==> config.mk <==
export PLATFORM = sky130hd
export DESIGN_NAME = i8255_bus_master_flat
export DESIGN_NICKNAME = d
export VERILOG_FILES = /design/src/rtl/i8255_bus_master_if.sv /design/src/rtl/i8255_bus_master.sv /design/src/flat_wrapper.sv
export SDC_FILE = /design/constraint.sdc
export NUM_CORES = 1
export LEC_CHECK = 0
export ABC_AREA = 0
export CORE_MARGIN = 2
export CORE_UTILIZATION = 48
export DETAILED_ROUTE_END_ITERATION = 16
export HOLD_SLACK_MARGIN = 0.02
export PLACE_DENSITY_LB_ADDON = 0.2
export SYNTH_ARGS = -nofsm -noshare
export SYNTH_HDL_FRONTEND = slang
export SYNTH_SLANG_ARGS = --single-unit
==> constraint.sdc <==
create_clock -name clk -period 3.1 [get_ports clk]
set_input_delay 0.62 -clock clk [delete_from_list [all_inputs] [get_ports clk]]
set_output_delay 0.62 -clock clk [all_outputs]
set_load 0.01 [all_outputs]
==> src/rtl/i8255_bus_master_if.sv <==
// Host request/response and 8255-style peripheral bus bundle.
// master: the bus master block; slave: host plus peripheral side.
interface i8255_bus_master_if;
  logic       req_valid;
  logic       req_ready;
  logic       req_we;
  logic [1:0] req_addr;
  logic [7:0] req_wdata;
  logic       rsp_valid;
  logic       rsp_we;
  logic [7:0] rsp_rdata;
  logic       cs;
  logic       rd;
  logic       wr;
  logic [1:0] a;
  logic [7:0] d_out;
  logic       d_oe;
  logic [7:0] d_in;

  modport master (
    input  req_valid, req_we, req_addr, req_wdata, d_in,
    output req_ready, rsp_valid, rsp_we, rsp_rdata,
    output cs, rd, wr, a, d_out, d_oe
  );

  modport slave (
    output req_valid, req_we, req_addr, req_wdata, d_in,
    input  req_ready, rsp_valid, rsp_we, rsp_rdata,
    input  cs, rd, wr, a, d_out, d_oe
  );
endinterface

==> src/rtl/i8255_bus_master.sv <==
// Sequences host requests into SETUP/STROBE/HOLD cycles on an 8255 bus.
// Define I8255_BM_SKID_EN for a one-entry request buffer.
module i8255_bus_master #(
  parameter int unsigned SETUP_CYC  = 1,
  parameter int unsigned STROBE_CYC = 2,
  parameter int unsigned HOLD_CYC   = 1
) (
  input  logic clk,
  input  logic reset,
  i8255_bus_master_if.master bus
);

  typedef enum logic [1:0] {
    IDLE,
    SETUP,
    STROBE,
    HOLD
  } state_e;

  localparam logic [3:0] SETUP_LD  = 4'(SETUP_CYC - 1);
  localparam logic [3:0] STROBE_LD = 4'(STROBE_CYC - 1);
  localparam logic [3:0] HOLD_LD   = 4'(HOLD_CYC - 1);

  state_e     state_q, state_d;
  logic [3:0] cnt_q, cnt_d;
  logic       cs_q, cs_d;
  logic       rd_q, rd_d;
  logic       wr_q, wr_d;
  logic [1:0] a_q, a_d;
  logic [7:0] dout_q, dout_d;
  logic       oe_q, oe_d;
  logic       we_q, we_d;
  logic       rsp_valid_q, rsp_valid_d;
  logic       rsp_we_q, rsp_we_d;
  logic [7:0] rsp_rdata_q, rsp_rdata_d;

  logic       ready;
  logic       launch;
  logic       l_we;
  logic [1:0] l_addr;
  logic [7:0] l_wdata;

`ifdef I8255_BM_SKID_EN
  logic       accept;
  logic       sb_vld_q, sb_vld_d;
  logic       sb_we_q, sb_we_d;
  logic [1:0] sb_addr_q, sb_addr_d;
  logic [7:0] sb_wdata_q, sb_wdata_d;

  // A buffered request always wins over the live input.
  always_comb begin
    ready      = !sb_vld_q && !reset;
    accept     = bus.req_valid && ready;
    launch     = (state_q == IDLE) && (sb_vld_q || accept);
    l_we       = sb_vld_q ? sb_we_q    : bus.req_we;
    l_addr     = sb_vld_q ? sb_addr_q  : bus.req_addr;
    l_wdata    = sb_vld_q ? sb_wdata_q : bus.req_wdata;
    sb_vld_d   = sb_vld_q;
    sb_we_d    = sb_we_q;
    sb_addr_d  = sb_addr_q;
    sb_wdata_d = sb_wdata_q;
    if (state_q == IDLE) begin
      sb_vld_d = 1'b0;
    end else if (accept) begin
      sb_vld_d   = 1'b1;
      sb_we_d    = bus.req_we;
      sb_addr_d  = bus.req_addr;
      sb_wdata_d = bus.req_wdata;
    end
  end

  always_ff @(posedge clk) begin
    if (reset) begin
      sb_vld_q   <= 1'b0;
      sb_we_q    <= 1'b0;
      sb_addr_q  <= 2'b00;
      sb_wdata_q <= 8'h00;
    end else begin
      sb_vld_q   <= sb_vld_d;
      sb_we_q    <= sb_we_d;
      sb_addr_q  <= sb_addr_d;
      sb_wdata_q <= sb_wdata_d;
    end
  end
`else
  always_comb begin
    ready   = (state_q == IDLE) && !reset;
    launch  = bus.req_valid && ready;
    l_we    = bus.req_we;
    l_addr  = bus.req_addr;
    l_wdata = bus.req_wdata;
  end
`endif

  always_comb begin
    state_d     = state_q;
    cnt_d       = cnt_q;
    cs_d        = cs_q;
    rd_d        = 1'b0;
    wr_d        = 1'b0;
    a_d         = a_q;
    dout_d      = dout_q;
    oe_d        = oe_q;
    we_d        = we_q;
    rsp_valid_d = 1'b0;
    rsp_we_d    = rsp_we_q;
    rsp_rdata_d = rsp_rdata_q;
    unique case (state_q)
      IDLE: begin
        cs_d = 1'b0;
        oe_d = 1'b0;
        if (launch) begin
          state_d = SETUP;
          cnt_d   = SETUP_LD;
          cs_d    = 1'b1;
          a_d     = l_addr;
          oe_d    = l_we;
          we_d    = l_we;
          if (l_we) dout_d = l_wdata;
        end
      end
      SETUP: begin
        if (cnt_q == 4'd0) begin
          state_d = STROBE;
          cnt_d   = STROBE_LD;
          rd_d    = !we_q;
          wr_d    = we_q;
        end else begin
          cnt_d = cnt_q - 4'd1;
        end
      end
      STROBE: begin
        if (cnt_q == 4'd0) begin
          state_d     = HOLD;
          cnt_d       = HOLD_LD;
          rsp_rdata_d = we_q ? 8'h00 : bus.d_in;
        end else begin
          cnt_d = cnt_q - 4'd1;
          rd_d  = !we_q;
          wr_d  = we_q;
        end
      end
      HOLD: begin
        if (cnt_q == 4'd0) begin
          state_d     = IDLE;
          cs_d        = 1'b0;
          oe_d        = 1'b0;
          rsp_valid_d = 1'b1;
          rsp_we_d    = we_q;
        end else begin
          cnt_d = cnt_q - 4'd1;
        end
      end
    endcase
  end

  always_ff @(posedge clk) begin
    if (reset) begin
      state_q     <= IDLE;
      cnt_q       <= 4'd0;
      cs_q        <= 1'b0;
      rd_q        <= 1'b0;
      wr_q        <= 1'b0;
      a_q         <= 2'b00;
      dout_q      <= 8'h00;
      oe_q        <= 1'b0;
      we_q        <= 1'b0;
      rsp_valid_q <= 1'b0;
      rsp_we_q    <= 1'b0;
      rsp_rdata_q <= 8'h00;
    end else begin
      state_q     <= state_d;
      cnt_q       <= cnt_d;
      cs_q        <= cs_d;
      rd_q        <= rd_d;
      wr_q        <= wr_d;
      a_q         <= a_d;
      dout_q      <= dout_d;
      oe_q        <= oe_d;
      we_q        <= we_d;
      rsp_valid_q <= rsp_valid_d;
      rsp_we_q    <= rsp_we_d;
      rsp_rdata_q <= rsp_rdata_d;
    end
  end

  assign bus.req_ready = ready;
  assign bus.rsp_valid = rsp_valid_q;
  assign bus.rsp_we    = rsp_we_q;
  assign bus.rsp_rdata = rsp_rdata_q;
  assign bus.cs        = cs_q;
  assign bus.rd        = rd_q;
  assign bus.wr        = wr_q;
  assign bus.a         = a_q;
  assign bus.d_out     = dout_q;
  assign bus.d_oe      = oe_q;

endmodule

==> src/flat_wrapper.sv <==
// flat-port wrapper written by rule: the top's interface ports become plain ports
module i8255_bus_master_flat 
#(
  parameter int unsigned SETUP_CYC  = 1,
  parameter int unsigned STROBE_CYC = 2,
  parameter int unsigned HOLD_CYC   = 1
)
  (clk, reset, bus_req_valid, bus_req_we, bus_req_addr, bus_req_wdata, bus_d_in, bus_req_ready, bus_rsp_valid, bus_rsp_we, bus_rsp_rdata, bus_cs, bus_rd, bus_wr, bus_a, bus_d_out, bus_d_oe);
  i8255_bus_master_if bus_i ();
  input  logic clk;
  input  logic reset;
  input wire logic [$bits(bus_i.req_valid)-1:0] bus_req_valid;
  input wire logic [$bits(bus_i.req_we)-1:0] bus_req_we;
  input wire logic [$bits(bus_i.req_addr)-1:0] bus_req_addr;
  input wire logic [$bits(bus_i.req_wdata)-1:0] bus_req_wdata;
  input wire logic [$bits(bus_i.d_in)-1:0] bus_d_in;
  output wire logic [$bits(bus_i.req_ready)-1:0] bus_req_ready;
  output wire logic [$bits(bus_i.rsp_valid)-1:0] bus_rsp_valid;
  output wire logic [$bits(bus_i.rsp_we)-1:0] bus_rsp_we;
  output wire logic [$bits(bus_i.rsp_rdata)-1:0] bus_rsp_rdata;
  output wire logic [$bits(bus_i.cs)-1:0] bus_cs;
  output wire logic [$bits(bus_i.rd)-1:0] bus_rd;
  output wire logic [$bits(bus_i.wr)-1:0] bus_wr;
  output wire logic [$bits(bus_i.a)-1:0] bus_a;
  output wire logic [$bits(bus_i.d_out)-1:0] bus_d_out;
  output wire logic [$bits(bus_i.d_oe)-1:0] bus_d_oe;
  assign bus_i.req_valid = bus_req_valid;
  assign bus_i.req_we = bus_req_we;
  assign bus_i.req_addr = bus_req_addr;
  assign bus_i.req_wdata = bus_req_wdata;
  assign bus_i.d_in = bus_d_in;
  assign bus_req_ready = bus_i.req_ready;
  assign bus_rsp_valid = bus_i.rsp_valid;
  assign bus_rsp_we = bus_i.rsp_we;
  assign bus_rsp_rdata = bus_i.rsp_rdata;
  assign bus_cs = bus_i.cs;
  assign bus_rd = bus_i.rd;
  assign bus_wr = bus_i.wr;
  assign bus_a = bus_i.a;
  assign bus_d_out = bus_i.d_out;
  assign bus_d_oe = bus_i.d_oe;
  i8255_bus_master #(.SETUP_CYC(SETUP_CYC), .STROBE_CYC(STROBE_CYC), .HOLD_CYC(HOLD_CYC)) u_core (.clk(clk), .reset(reset), .bus(bus_i));
endmodule
==> results.toml, run 1 <==
[timing]
fin_skew_ps = 5.44
setup_viol = 0
worstMarginPinSlew_ps = 546
slew-limit-headroom = 0.634
finalCritPeriodShare = 0.822
maxSlewViolCount = 0
rsz0062_at_grt = "false"
hold_viol_final = 0
setup-tns-final_ps = 0
finalCriticalPeriod_ps = 2550
fmax_mhz = 392

[die]
core_sq_mm = 0.00276
die_area_sq_mm = 0.00333
rows = 19
fp.dieH_um = 57.7
ioPinCount = 47
dieWidth_um = 57.7
start_util = 0.502

[worst_setup_path]
critPathMaxStageDelay_ps = 560
slowest_stage = "clkdlybuf4s50_1"
start_kind = "register"
cp_data_required_time_ps = 2480
critPathMaxFanout = 11
critPathBufInv = 2
crit_path_end_kind = "primary output"
crit_chain = "inv_1 -> ha_1 -> nor2b_1 -> clkdlybuf4s50_1"
worstPathArrival_ps = 1930
criticalPathCategory = "register to primary output"
crit_family = "buffers and inverters"

[global_routing]
grt_pass1_vias = 1258
grt_pass1_wl_um = 5310
grt-ovfl-total = 0
grt_antenna_before_repair = 0
grt_max_degree = 35
grtUsageTotal = 0.207

[synth]
syn_inst = 160
yosys.area_share.simple = 0.281
synthAdderAreaFrac = 0.0632
ys_top_cells_by_count = "31 x dfxtp_1, 31 x nand2_1, 22 x a21oi_1, 9 x nand3b_1, 8 x nor2_1"
synth_area_per_cell_sq_um = 8.66
synth_area_sq_mm = 0.00139
synth_edf_count = 0
synth-async-reset-ratio = 0
synth-xor-area-share = 0
synthesis.nets = 189
yosysTopAreaCellShare = 0.448
yosysUniqueCellTypes = 33
synth-compound-area-share = 0.141
synth_top_family_by_area = "simple AND/OR/NAND/NOR gates"
ys_ff_latch = 31
yosys.area.top_type = "dfxtp_1"
ys_top_cells_by_area = "dfxtp_1 45%, nand2_1 8.4%, a21oi_1 7.9%, ha_1 6.3%, nand3b_1 4.9%"
yosys-mux-area-fraction = 0.0217
yosysWarnings = 0
ys_seq_area_frac = 0.448
synth_flop_cell = "dfxtp_1"

[worst_hold_path]
hold_path.class = "register to register"

[cts]
postCtsHoldBufs = 0
clock_sinks = 31
postCtsSetupRepairBufs = 0
ctsResizeCount = 0
cts_root_buf = "clkbuf_4"
ctsLongestPathBuffers = 2
clk_pin_slew_ps = 90
cts_made_buffers = 5
h-tree-depth = 2
worst_skew_pair.late_latency_ps = 330
tritoncts = "built"

[place]
hpwl_um = 2300
portBuffers = 46
placed_cells = 229
gp_congestion = 0.758
postPlaceCellArea_sq_mm = 0.00184

[route]
vias_per_cell = 5.37
ant_nets = 0
wl_per_cell_um = 13.0
vias = 1272
drtPass1Iterations = 4
routed_wirelength_um = 3090
initialDrtViolationCount = 38
drc = 0

[power_and_ir_drop]
ir_drop_mv = 0.482
p_leak_nw = 0.676
p_per_area_mw_per_mm2 = 671

[finish]
nets = 234
stdcell_count = 237
fin_util = 0.687
area_growth_pct = 36.8
antenna_cells = 0
layout-drive-gt1-share = 0.0534
stdcell_area_sq_mm = 0.00189

[status]
status = "finished, final reports clean"

[flow_run]
maxCapViolCount = 0
-- worst register-to-register path: stages, from the launching register on --
cell	delay, ps
dfxtp_1	350
inv_1	110
ha_1	400
nand2_1	200
nor3b_2	510
a22oi_1	130
nor2_1	130
-- worst paths after layout --
path	startpoint	end	slack (ps)	cells past startpoint
worst max-delay path	u_core.state_q[0]	bus_req_ready	550	4
worst min-delay path	u_core.bus.rsp_we	u_core.bus.rsp_we	460	2
worst max register to register	u_core.state_q[0]	u_core.bus.d_oe	1220	6
worst min register to register	u_core.bus.rsp_we	u_core.bus.rsp_we	460	2
-- sequential cells by signal, indices dropped and copies added, names as in the netlist --
signal,count
u_core.bus.rsp_we,1
u_core.bus.rsp_valid,1
u_core.we_q,1
u_core.cnt_q,4
u_core.bus.rd,1
u_core.bus.a,2
u_core.state_q,2
u_core.bus.d_out,8
u_core.bus.d_oe,1
u_core.bus.rsp_rdata,8
u_core.bus.wr,1
u_core.bus.cs,1
-- stage by stage --
stage / setup slack (ps) / hold slack, ps / power, mW
detailed placement: 726 / 446 / 1.06
global placement: 747 / 437 / 1.04
floorplan: 1330 / 476 / 0.872
global route: 367 / 479 / 1.37
CTS: 517 / 458 / 1.28
finish: 552 / 457 / 1.27
-- power by group --
group          leakage (nW)  switching [mW]  total [mW]  internal (mW)
Clock                0.0293           0.130       0.218         0.0882
Sequential            0.252          0.0439       0.504          0.460
Combinational         0.395           0.286       0.549          0.263
-- layer usage --
metal  routed length (um)  part of all wire  vias up  track usage
met5                    0                 0        -            0
li1                     -                 -      645            -
met3                  250             0.081        7       0.0893
met2                 1530              0.49       54        0.352
met1                 1260              0.41      566        0.237
met4                   44             0.014        0       0.0598
-- cell families (layout without fill, tap and decap cells) --
group | count (synthesis) | after routing
simple gates | 73 | 73
buf+inv | 13 | 59
compound gates | 33 | 33
fa+ha+maj | 7 | 7
mux | 3 | 3
flops | 31 | 31
-- layout by cell type, fill, tap and decap left out, types with 2 or more instances in the layout --
| cell type | instances |
|---|---|
| clkbuf_1 | 2 |
| a31oi_1 | 2 |
| a22oi_1 | 3 |
| o21ai_0 | 2 |
| ha_1 | 7 |
| nand3_1 | 7 |
| nand4b_1 | 2 |
| nor2b_1 | 2 |
| nor4_1 | 2 |
| and2_1 | 2 |
| clkdlybuf4s50_1 | 46 |
| mux2i_1 | 3 |
| nand3b_1 | 9 |
| nor2_1 | 8 |
| a21oi_1 | 22 |
| nand2_1 | 31 |
| dfxtp_1 | 31 |
| nor3_1 | 3 |
| clkbuf_4 | 5 |
| inv_1 | 4 |
-- final cells by class --
type / instances / area [sq um]
Clock buffer: 7 / 45.0
Clock inverter: 1 / 5.00
Fill cell: 234 / 863
Tap cell: 31 / 38.8
Timing Repair Buffer: 47 / 468
Multi-Input combinational cell: 116 / 702
Sequential cell: 31 / 621
Inverter: 4 / 15.0
No activity file was read; power rests on OpenSTA's default activity.
==> run 2: changes to the inputs <==
CORE_UTILIZATION = 44   (was 48)
clock period = 2.6 ns   (was 3.1 ns; I/O delays follow)
==> results.toml, run 2 (same netlist as run 1, synthesis figures left out) <==
[worst_setup_path]
criticalPathCategory = "register to primary output"
crit_path_end_kind = "primary output"
startpoint = "u_core.state_q[0]"
worstPathArrival_ps = 1770
critPathMaxFanout = 4
timing.rr.end = "u_core.bus.rsp_rdata[1]"
r2r_slack_ps = 790
worst_r2r_path_depth = 6
start_kind = "register"
cp_data_required_time_ps = 2080
rr_startpoint = "u_core.cnt_q[0]"

[power_and_ir_drop]
switchingPower_mw = 0.568
clockPowerShare = 0.234
p_leak_nw = 0.710
sequentialPowerShare = 0.360
internal_power_mw = 1.10
switching_share = 0.340
ir_drop_mv = 0.437
pwr-share-comb = 0.405
p_per_area_mw_per_mm2 = 848

[route]
drc = 0
wl_per_cell_um = 12.8
ant_nets = 0
drtPass1Iterations = 4
initialDrtViolationCount = 66
vias_per_cell = 5.06
routed_wirelength_um = 3250
vias = 1281

[finish]
area_growth_pct = 42.2
antenna_cells = 0
final_common_cell = "clkdlybuf4s50_1"
regArea_sq_um = 621
multi_input_area_sq_um = 702
final_cell_mix = "46 x clkdlybuf4s50_1, 31 x nand2_1, 31 x dfxtp_1"
nets = 237
layout-drive-gt1-share = 0.0766
fillers = 268

[cts]
clock_sinks = 31
postCtsHoldBufs = 0
tritoncts = "built"
clk_pin_slew_ps = 100
h-tree-depth = 2
cts_made_buffers = 5
cts_root_buf = "clkbuf_4"
ctsResizeCount = 0
postCtsSetupRepairBufs = 0
ctsLongestPathBuffers = 2
worst_skew_pair.late_latency_ps = 340

[die]
die_area_sq_mm = 0.00361
core_sq_mm = 0.00303
start_util = 0.457
rows = 20
ioPinCount = 47
dieWidth_um = 60.1
fp.dieH_um = 60.1

[flow_run]
maxCapViolCount = 0

[timing]
slew-limit-headroom = 0.700
fmax_mhz = 436
worstMarginPinSlew_ps = 450
setup-tns-final_ps = 0
maxSlewViolCount = 0
setup_viol = 0
finalCritPeriodShare = 0.883
fin_hold_ws_ps = 458
rsz0062_at_grt = "false"
fin_skew_ps = 5.14
hold_viol_final = 0
finalCriticalPeriod_ps = 2290

[status]
status = "finished, final reports clean"

[global_routing]
grt_antenna_before_repair = 0
grt_max_degree = 22
grt_pass1_wl_um = 5200
grt-ovfl-total = 0
grtUsageTotal = 0.196
grt_pass1_vias = 1202

[worst_hold_path]
min_to = "u_core.bus.rsp_rdata[3]"
min_delay_path_depth = 2
hold_path.class = "register to register"
worstHoldStart = "u_core.bus.rsp_rdata[3]"

[place]
gp_congestion = 0.791
portBuffers = 46
hpwl_um = 2410
[run 2: stage by stage]
step                total power, mW  cells  area (sq um)  utilization  setup slack (ps)
floorplan                      1.04    160          1390            -               996
global placement               1.26    245          1880        0.622               391
detailed placement             1.28    245          1880        0.622               372
CTS                            1.68    253          1970        0.650               276
global route                   1.78    253          1970        0.650               226
finish                         1.67    253          1970        0.650               305
[run 2: worst max-delay path, cell delays in order (launching register included)]
cell and delay (ps):
dfxtp_1 360, inv_1 120, ha_1 200, nor2b_1 190, clkdlybuf4s50_1 560
[run 2: worst max-delay path by stage]
stage | end | slack [ps]
detailed placement | bus_req_ready | 370
global placement | bus_req_ready | 390
finish | bus_req_ready | 310
floorplan | bus_req_ready | 1000
global route | bus_req_ready | 230
CTS | bus_req_ready | 280
[run 2: power groups by stage]
| stage | registers, mW | clock network, mW | logic (mW) |
|---|---|---|---|
| floorplan | 0.623 | 0 | 0.416 |
| detailed placement | 0.614 | 0 | 0.671 |
| global placement | 0.608 | 0 | 0.652 |
| finish | 0.602 | 0.391 | 0.677 |
| global route | 0.612 | 0.424 | 0.739 |
| CTS | 0.602 | 0.401 | 0.674 |
[run 2: layer usage]
layer	part of all wire	track usage	routed length, um
met5	0	0	0
met1	0.43	0.225	1400
met3	0.044	0.0671	144
met4	0.019	0.0921	63
met2	0.50	0.323	1640
[run 2: area by class of cell]
class                           instances  area share
Timing Repair Buffer                   50       0.249
Tap cell                               44      0.0280
Clock inverter                          2      0.0178
Sequential cell                        31       0.315
Multi-Input combinational cell        116       0.356
Inverter                                4     0.00762
Clock buffer                            6      0.0260
